$ cat config.mk
export PLATFORM = sky130hd
export DESIGN_NAME = cpu_sequencer
export DESIGN_NICKNAME = d
export VERILOG_FILES = /design/src/rtl/cpu_sequencer.sv
export SDC_FILE = /design/constraint.sdc
export NUM_CORES = 1
export LEC_CHECK = 0
export BUFFER_PORTS_ARGS = -buffer_cell sky130_fd_sc_hd__buf_2
export CORE_MARGIN = 1.5
export CORE_UTILIZATION = 50
export CTS_BUF_LIST = sky130_fd_sc_hd__clkbuf_8
export DETAILED_ROUTE_END_ITERATION = 8
export GPL_TIMING_DRIVEN = 0
export PLACE_DENSITY = 0.74
export SETUP_SLACK_MARGIN = 0.15
export SYNTH_ARGS = -nofsm -noshare
export SYNTH_HDL_FRONTEND = slang
export SYNTH_SLANG_ARGS = --single-unit
$ cat constraint.sdc
create_clock -name clk -period 2.1 [get_ports clk]
set_input_delay 0.525 -clock clk [delete_from_list [all_inputs] [get_ports clk]]
set_output_delay 0.525 -clock clk [all_outputs]
set_load 0.01 [all_outputs]
$ cat src/rtl/cpu_sequencer.sv
// Fetch/execute sequencer for the 8-bit experiment CPU: PC, IR, operand register, memory read handshake, one-hot decode.
// Optional single-step mode is enabled by defining SEQ_STEP_EN.
module cpu_sequencer #(
  parameter logic [7:0] RESET_PC = 8'h00,
  parameter logic [3:0] HALT_OPC = 4'hF
) (
  input  logic        clk,
  input  logic        rst,
  input  logic        run,
  input  logic        step,
  input  logic        g,
  input  logic        mem_ack,
  input  logic [7:0]  mem_rdata,
  output logic        mem_req,
  output logic [7:0]  mem_addr,
  output logic [7:0]  pc,
  output logic [7:0]  ir,
  output logic [7:0]  opnd,
  output logic        sm,
  output logic [13:0] dec,
  output logic        halted
);

`ifdef SEQ_STEP_EN
  typedef enum logic [2:0] {S_IDLE, S_FETCH, S_OPND, S_EXEC, S_HALTED, S_PAUSE} state_t;
  logic step_q;
`else
  typedef enum logic [2:0] {S_IDLE, S_FETCH, S_OPND, S_EXEC, S_HALTED} state_t;
  logic unused_step;
  assign unused_step = step;
`endif

  localparam int D_JMP  = 9;
  localparam int D_HALT = 11;
  localparam int D_GTK  = 13;

  state_t     state;
  logic       ack_ok;
  logic [7:0] exec_pc;

  function automatic logic [13:0] decode(input logic [3:0] opc, input logic gf);
    logic [13:0] d;
    d = '0;
    if (opc == HALT_OPC) d[11] = 1'b1;
    else begin
      case (opc)
        4'h1: d[0]  = 1'b1;
        4'h2: d[1]  = 1'b1;
        4'h3: d[2]  = 1'b1;
        4'h4: d[3]  = 1'b1;
        4'h5: d[4]  = 1'b1;
        4'h6: d[5]  = 1'b1;
        4'h7: d[6]  = 1'b1;
        4'h8: d[7]  = 1'b1;
        4'h9: d[8]  = 1'b1;
        4'hA: d[9]  = 1'b1;
        4'hB: begin d[10] = 1'b1; d[13] = gf; end
        default: d[12] = 1'b1;
      endcase
    end
    return d;
  endfunction

  function automatic logic two_byte(input logic [3:0] opc);
    return (opc != HALT_OPC) && (opc == 4'h5 || opc == 4'hA || opc == 4'hB);
  endfunction

  assign ack_ok = mem_req & mem_ack;
  // g is captured as dec[13] on entry to EXEC so the strobe and the branch always agree
  assign exec_pc = (dec[D_JMP] | dec[D_GTK]) ? opnd : pc;

  always_ff @(posedge clk) begin
    if (rst) begin
      state    <= S_IDLE;
      pc       <= RESET_PC;
      ir       <= '0;
      opnd     <= '0;
      mem_req  <= 1'b0;
      mem_addr <= RESET_PC;
      sm       <= 1'b0;
      dec      <= '0;
      halted   <= 1'b0;
`ifdef SEQ_STEP_EN
      step_q   <= 1'b0;
`endif
    end else begin
`ifdef SEQ_STEP_EN
      step_q <= step;
`endif
      case (state)
        S_IDLE: if (run) begin
          state    <= S_FETCH;
          mem_req  <= 1'b1;
          mem_addr <= pc;
        end
        S_FETCH: if (ack_ok) begin
          ir <= mem_rdata;
          pc <= pc + 8'd1;
          if (two_byte(mem_rdata[7:4])) begin
            state    <= S_OPND;
            mem_addr <= pc + 8'd1;
          end else begin
            state   <= S_EXEC;
            mem_req <= 1'b0;
            sm      <= 1'b1;
            dec     <= decode(mem_rdata[7:4], g);
          end
        end
        S_OPND: if (ack_ok) begin
          opnd    <= mem_rdata;
          pc      <= pc + 8'd1;
          state   <= S_EXEC;
          mem_req <= 1'b0;
          sm      <= 1'b1;
          dec     <= decode(ir[7:4], g);
        end
        S_EXEC: begin
          sm  <= 1'b0;
          dec <= '0;
          pc  <= exec_pc;
          if (dec[D_HALT]) begin
            state  <= S_HALTED;
            halted <= 1'b1;
          end else begin
`ifdef SEQ_STEP_EN
            state <= S_PAUSE;
`else
            if (run) begin
              state    <= S_FETCH;
              mem_req  <= 1'b1;
              mem_addr <= exec_pc;
            end else state <= S_IDLE;
`endif
          end
        end
        S_HALTED: state <= S_HALTED;
`ifdef SEQ_STEP_EN
        S_PAUSE: begin
          if (!run) state <= S_IDLE;
          else if (step && !step_q) begin
            state    <= S_FETCH;
            mem_req  <= 1'b1;
            mem_addr <= pc;
          end
        end
`endif
        default: state <= S_IDLE;
      endcase
    end
  end

endmodule

Word level (Yosys, flattened, before mapping)
Cells that the tools add are included.

cells by class
  $add $sub $neg = 1
  equality and inequality tests = 37
  multiplexer cells = 62
  bitwise logic cells = 2
  reduce and logical (&&, ||, !) cells = 19

operators with widths
  kind                 count
  $mux 8               7
  $mux 14              3
  $pmux 14 s3          1
  $eq 4x4->1 const B   10
  $mux 1               38
  $eq 4x3->1 const B   8
  $pmux 8 s3           1
  $mux 11              2
  $reduce_or 11->1     2
  $eq 4x2->1 const B   4
  $pmux 8 s2           1
  $pmux 3 s5           1
  $ne 2x2->1 const B   7
  $mux 3               4
  $add 8x1->8 const B  1
  $eq 4x1->1 const B   2
  $reduce_and 2->1     4
  $eq 3x2->1 const B   2
  $reduce_and 6->1     1
  $reduce_bool 3->1    2
  $reduce_and 5->1     1
  $mux 2               2
  $ne 4x4->1 const B   1
  $pmux 1 s4           1
  other kinds (14)     15

storage, ports and cells
  register bits after elaboration = 52
  output and inout port bits = 49
  word-level logic and storage cells = 130

Longest topological paths before layout
Gate-level depths: netlist (run 1).

  word-level depth = 7
  depth in mapped cells = 7
  depth with buffers taken out = 5

Worst setup path before layout (run 1)
Ideal clock, no wire load.

  path type = input-to-reg
  start point = input port mem_rdata[6]
  end point = register mem_addr[0]
  library setup time = 121 ps
  arrival = 1663 ps
  required time = 1979 ps
  setup slack = 317 ps
  cell stages on the path = 4
  path buffers = 0
  cells stage by stage = nand3b_1 > a2111oi_2 > o21ai_1 > mux2_2

between the ends
  word-level cells in the longest chain between the ends = 6
  elaborated cells on any way between the ends = 9
  those cells by class = 5 x eq/ne; 4 x reduce/logical

ends and longest elaborated chain
  what                                      RTL line  text
  start, declared                           13        input logic [7:0] mem_rdata,
  $eq 4x3->1 or $eq 4x4->1 (tied branches)  65        return (opc != HALT_OPC) && (opc == 4'h5 || opc == 4'hA || opc == 4'hB);
  $logic_or 1x1->1 (2 in a row)             65
  $logic_and 1x1->1 (*)                     65
  $ne 2x2->1 (no source line) (*)           -
  $reduce_and 6->1 (no source line) (*)     -
  end signal, assigned                      94        mem_addr <= pc;
  end signal, assigned                      101       mem_addr <= pc + 8'd1;
  end signal, assigned                      131       mem_addr <= exec_pc;
  end, declared                             15        output logic [7:0] mem_addr,

Mark *: on every way between the ends. The rest lies on a longest branch, timed or not.
A chain may end at the register's enable or synchronous reset.

Worst setup path in the final report (run 1)
  start point = register dec[9]
  end point = register mem_addr[2]

between the ends
  word-level cells in the longest chain between the ends = 5

ends and longest elaborated chain
  what                    RTL line  text
  start, declared         20        output logic [13:0] dec,
  start signal, assigned  106       dec <= decode(mem_rdata[7:4], g);
  start signal, assigned  115       dec <= decode(ir[7:4], g);
  $or 1x1->1              70        assign exec_pc = (dec[D_JMP] | dec[D_GTK]) ? opnd : pc;
  $mux 8                  70
  $mux 8                  128       if (run) begin
  $mux 8                  121       if (dec[D_HALT]) begin
  $pmux 8 s3              90        case (state)

No other way between the ends. The select of a mux whose other input is x is not followed.

==> flow_summary.json, run 1 <==
{
  "status": "complete, no violations",
  "place_area_sq_um": 3380,
  "synth_edf_count": 0,
  "cts_tree": "built",
  "num_rows": 27,
  "synthCells": 380,
  "drtIter0Drc": 482,
  "synth.area.top_cells": "dfxtp_1 35%, a21oi_1 7.9%, o21ai_0 5.2%, nand2_1 4.1%, a211oi_1 3.8%",
  "cp.required_ns": 2.35,
  "overflow": 0,
  "cts_buffers": 5,
  "met2_usage_pct": 45.5,
  "cp_max_fo": 10,
  "grt_max_degree": 19,
  "fillers": 530,
  "ctsHoldBuffers": 0,
  "area_growth_syn_to_layout_pct": 18.5,
  "met1_usage_pct": 36.8,
  "start_util_pct": 52.9,
  "tightest_slew_ns": 0.607,
  "dieArea_sq_um": 6440,
  "maxSlewViolCount": 0,
  "port_buffers": 60,
  "critical_path_class": "flip-flop to flip-flop",
  "ioPinCount": 63,
  "synthDistinctLibCells": 61,
  "diodes": 0,
  "fmax_ghz": 0.529,
  "yosys.area.top_type": "dfxtp_1",
  "core_area_sq_um": 5640,
  "die_h_um": 80.3,
  "drtAntennaViolNets": 0,
  "routed_via_density": 6.35,
  "clock_skew_ns": 0.00559,
  "rsz0062_at_grt": "no",
  "clock_latency_ns": 0.32,
  "num-nets-final": 463,
  "drive_gt1_share_pct": 24.9,
  "grt_use_total_pct": 28.2,
  "min_period_over_period_pct": 90.0,
  "dr.pass1.iters": 8,
  "cts_htree_levels": 2,
  "maxCapViolCount": 0,
  "routedWlPerCell_um": 17.5,
  "fin_crit_ns": 1.89,
  "cts.path.max_buffers": 2,
  "hold_violations": 0,
  "grt_first_pass_wirelength_um": 14400,
  "power.density_nw_per_um2": 673,
  "synth_ff_type": "dfxtp_1",
  "yosysWarningCount": 0,
  "routabilityCongestion": 0.963,
  "drt-total-wl_um": 9130,
  "final_area_sq_um": 3540,
  "die_w_um": 80.3,
  "ir_drop_v": 0.000483,
  "synthArstFlopShare_pct": 0,
  "antenna_found_initial": 0,
  "p_leak_uw": 0.00131,
  "cts_root_buf": "clkbuf_8",
  "grtUsageMet3_pct": 5.34,
  "hpwl_um": 6520,
  "clk_pin_slew_ns": 0.11,
  "seq_area_frac_synth_pct": 34.9,
  "ys_seq_elements": 52,
  "setup_viol": 0,
  "yosysTopAreaCellShare_pct": 34.9,
  "grt_pass1_vias": 2987,
  "drc": 0,
  "end_kind": "flip-flop",
  "maxSlewHeadroom_pct": 59.6,
  "holdCritPathClass": "primary input to flip-flop",
  "arrival_ns": 2.14,
  "vias": 3308,
  "synth_nets": 395,
  "finalPower_uw": 2380,
  "busiest_layer": "met2",
  "cts_num_sinks": 52,
  "startpoint_type": "flip-flop",
  "syn_area_per_cell_sq_um": 7.86,
  "syn-cell-area_sq_um": 2990
}
## layer usage
| layer | up-vias | wire [um] |
|---|---|---|
| li1 | 1562 | - |
| met1 | 1549 | 3880 |
| met2 | 174 | 4240 |
| met3 | 23 | 798 |
| met4 | 0 | 205 |
| met5 | - | 0 |
## flip-flops by register name, summed over array words and instances (netlist names)
name / flops
dec: 14
halted: 1
ir: 8
mem_addr: 8
mem_req: 1
opnd: 8
pc: 8
sm: 1
state: 3
## through the flow
stage | cells | setup TNS [ns] | worst slack, ns | util (%) | hold slack, ns
after floorplan | 380 | 0 | 0.317 | - | 0.479
after global routing | 521 | 0 | 0.164 | 62.7 | 0.434
after detailed placement | 512 | -0.614 | -0.108 | 59.8 | 0.455
after CTS | 520 | 0 | 0.154 | 61.8 | 0.443
after global placement | 512 | -0.523 | -0.0759 | 59.8 | 0.442
final | 521 | 0 | 0.211 | 62.7 | 0.445
## layout by cell type (no fill, tap or decap), drive strengths merged, types with 2 or more instances in the layout
cell type  Yosys  routed
nand4b         2       2
mux2i          6       6
nor2b          8       8
nand2         33      33
o22ai          3       3
nand3b         3       3
o211ai         3       3
nand2b         9       9
a21oi         47      47
nor4           8       8
a211o          5       5
a21boi         2       2
a211oi        16      16
a221oi         4       4
o31ai          5       5
o21ai         33      33
nor2          17      17
buf           17      76
a31oi          7       7
o311a          2       2
clkbuf        18      25
o221a          2       2
or2            2       2
o21a           3       3
nand3          5       5
mux2           3       3
a2111oi        3       3
nand4          3       3
a22oi          3       3
inv           12      13
nor3b          2       2
a221o          3       3
or3            3       3
dfxtp         52      52
or3b           2       2
nor3          15      15
and3b          2       2
## layout make-up
type                            count  area (sq um)  share of cell area [%]
Tap cell                           72          90.1                    2.55
Clock inverter                      3          27.5                   0.778
Buffer                             35           169                    4.77
Multi-Input combinational cell    281          1790                    50.5
Clock buffer                        5          68.8                    1.94
Sequential cell                    52          1040                    29.5
Timing Repair Buffer               61           308                    8.70
Inverter                           12          45.0                    1.27
## path summary, 6_finish.rpt
check / depth (start not counted) / start / endpoint / slack (ns)
hold reg to reg: 2 / mem_addr[6] / mem_addr[6] / 0.47
setup reg to reg: 5 / dec[9] / mem_addr[2] / 0.21
setup / recovery: 5 / dec[9] / mem_addr[2] / 0.21
hold / removal: 3 / mem_rdata[3] / ir[3] / 0.44
## where the power goes
group	switching, uW	internal [uW]
clock	375	246
combinational	405	255
sequential	55.8	1040
total	837	1540
## repair_timing
item	CTS	global route
endpoints found under the setup margin	16	20
pin swaps	0	1
gates resized for setup	3	20
buffers inserted	0	1
## synth_stat cells, types with 7 or more instances
cell      count
nor4_1        7
nand2b_1      9
a21oi_1      47
dfxtp_1      52
nor2_1       16
a211oi_1     15
a31oi_1       7
inv_1        12
clkbuf_1     18
nand2_1      33
buf_2        15
nor2b_1       8
nor3_1       15
o21ai_0      31
## logic make-up after synthesis
| group | Yosys count | share of synthesized area [%] |
|---|---|---|
| AO/OA/AOI/OAI | 151 | 33.1 |
| AND/OR/NAND/NOR | 120 | 21.7 |
| buffers and inverters | 47 | 6.79 |
| multiplexers | 9 | 3.14 |
| flip-flops | 52 | 34.9 |
| adder cells (fa/ha/maj) | 1 | 0.419 |
## critical path: stages (launching register included)
cell	delay (ns)
dfxtp_1	0.43
nor2_1	0.43
buf_2	0.34
nor3_1	0.11
a2111o_1	0.39
mux2i_1	0.12
Power figures use the tool's default switching activity.
==> run 2, diff against run 1 <==
--- a/config.mk
+++ b/config.mk
@@ -7,12 +7,13 @@
 export LEC_CHECK = 0
 export BUFFER_PORTS_ARGS = -buffer_cell sky130_fd_sc_hd__buf_2
 export CORE_MARGIN = 1.5
-export CORE_UTILIZATION = 50
+export CORE_UTILIZATION = 57
 export CTS_BUF_LIST = sky130_fd_sc_hd__clkbuf_8
 export DETAILED_ROUTE_END_ITERATION = 8
 export GPL_TIMING_DRIVEN = 0
-export PLACE_DENSITY = 0.74
+export PLACE_DENSITY = 0.83
 export SETUP_SLACK_MARGIN = 0.15
+export SKIP_LAST_GASP = 1
 export SYNTH_ARGS = -nofsm -noshare
 export SYNTH_HDL_FRONTEND = slang
 export SYNTH_SLANG_ARGS = --single-unit
==> flow_summary.json, run 2 (synthesized netlist as in run 1, its figures left out) <==
{
  "status": "complete, no violations",
  "worst_slack_ns": 0.213,
  "fillers": 437,
  "maxSlewViolCount": 0,
  "die_w_um": 75.4,
  "hpwl_um": 6440,
  "start_util_pct": 58.8,
  "combPwrFrac_pct": 24.1,
  "p_clk_share_pct": 35.3,
  "dieArea_sq_um": 5680,
  "cp.required_ns": 2.37,
  "die_h_um": 75.4,
  "grtUsageMet3_pct": 5.69,
  "cp_max_fo": 10,
  "min_period_over_period_pct": 89.9,
  "whs_ns": 0.456,
  "internal_power_uw": 1890,
  "critical_path_class": "flip-flop to flip-flop",
  "cts_root_buf": "clkbuf_8",
  "cts_tree": "built",
  "largest_reg_flops": 14,
  "grt_first_pass_wirelength_um": 13900,
  "tightest_slew_ns": 0.540,
  "cts_buffers": 5,
  "grt_pass1_vias": 2775,
  "area_growth_syn_to_layout_pct": 19.9,
  "holdCritPathClass": "primary input to flip-flop",
  "cts.path.max_buffers": 2,
  "cts_num_sinks": 52,
  "cts_htree_levels": 2,
  "fin_crit_ns": 1.89,
  "drive_gt1_share_pct": 24.8,
  "fmax_ghz": 0.530,
  "tns_ns": 0,
  "post_cts_buffers": 0,
  "antenna_found_initial": 0,
  "busiest_layer": "met2",
  "clock_skew_ns": 0.0114,
  "clock_latency_ns": 0.31,
  "finalPower_uw": 2700,
  "top_register": "dec",
  "register_area_sq_um": 1040,
  "final_common_cell": "buf_2",
  "p_leak_uw": 0.00134,
  "multiInputGateArea_sq_um": 1770,
  "drtAntennaViolNets": 0,
  "met2_usage_pct": 51.3,
  "power.density_nw_per_um2": 756,
  "met1_usage_pct": 44.3,
  "grt_max_degree": 17,
  "num_rows": 26,
  "sequentialPowerShare_pct": 40.6,
  "drt-total-wl_um": 8990,
  "core_area_sq_um": 5070,
  "grt_use_total_pct": 32.1,
  "drc": 0,
  "hold_violations": 0,
  "drtIter0Drc": 379,
  "rsz0062_at_grt": "yes",
  "sw_frac_of_total_pct": 30.0,
  "clk_pin_slew_ns": 0.11,
  "maxCapViolCount": 0,
  "diodes": 0,
  "end_kind": "flip-flop",
  "ir_drop_v": 0.000412,
  "dr.pass1.iters": 6,
  "routedWlPerCell_um": 17.3,
  "arrival_ns": 2.16,
  "port_buffers": 60,
  "maxSlewHeadroom_pct": 64.0,
  "vias": 3307,
  "ioPinCount": 63,
  "routed_via_density": 6.38,
  "routabilityCongestion": 0.945,
  "pre_cts_ws_ns": -0.0640,
  "num-nets-final": 462,
  "overflow": 0,
  "final_cell_mix": "72 x buf_2, 51 x dfxtp_1, 46 x a21oi_1, 33 x nand2_1, 31 x o21ai_0",
  "startpoint_type": "flip-flop",
  "switchingPower_uw": 812,
  "ctsHoldBuffers": 0,
  "setup_viol": 0
}
run 2: changes by cell type in the layout (fill, tap and decap cells not counted), sizes merged:
cell / before / now
clkinvlp: 1 / 0
bufinv: 0 / 3
buf: 76 / 74
clkbuf: 25 / 26
clkinv: 1 / 0
inv: 13 / 12
run 2: final cells by class:
cell class / count / area share (%)
Sequential cell: 52 / 29.1
Inverter: 12 / 1.26
Multi-Input combinational cell: 281 / 49.6
Timing Repair Buffer: 60 / 8.39
Tap cell: 70 / 2.45
Clock buffer: 5 / 1.92
Clock inverter: 3 / 2.52
Buffer: 35 / 4.76
run 2: critical path, stage by stage (launching register included):
cell and delay [ns]:
dfxtp_1 0.33, buf_2 0.21, buf_2 0.25, o21ai_0 0.16, o311a_1 0.17, a2111oi_0 0.48
mux2_2 0.24
run 2: layer usage:
layer | up-vias | part of all wire [%]
met1 | 1516 | 43
met4 | 0 | 2.5
met2 | 200 | 47
met3 | 28 | 8.0
li1 | 1563 | -
met5 | - | 0
run 2: final timing paths:
path,startpoint,end,slack (ns),cells after the start
max,state[1],mem_addr[5],0.21,6
max reg2reg,state[1],mem_addr[5],0.21,6
min reg2reg,mem_addr[1],mem_addr[1],0.47,2
min,mem_rdata[3],ir[3],0.46,3
run 2: power by group through the flow:
stage | sequential [uW] | clock, uW | combinational (uW)
6_report | 1100 | 955 | 651
5_1_grt | 1110 | 1000 | 707
4_1_cts | 1100 | 957 | 624
3_5_place_dp | 1120 | 0 | 621
3_3_place_gp | 1120 | 0 | 617
2_1_floorplan | 1130 | 0 | 422
run 2: repair_timing:
item                                    in CTS  in global routing
resized for setup                            1                 20
endpoints found under the setup margin      14                 19
pin swaps                                    1                  0
run 2: stage by stage:
step / instance area [sq um] / cells / util, %
2_1_floorplan: 2990 / 380 / -
3_3_place_gp: 3370 / 510 / 66.5
3_5_place_dp: 3370 / 510 / 66.5
4_1_cts: 3530 / 518 / 69.6
5_1_grt: 3580 / 518 / 70.5
6_report: 3580 / 518 / 70.5
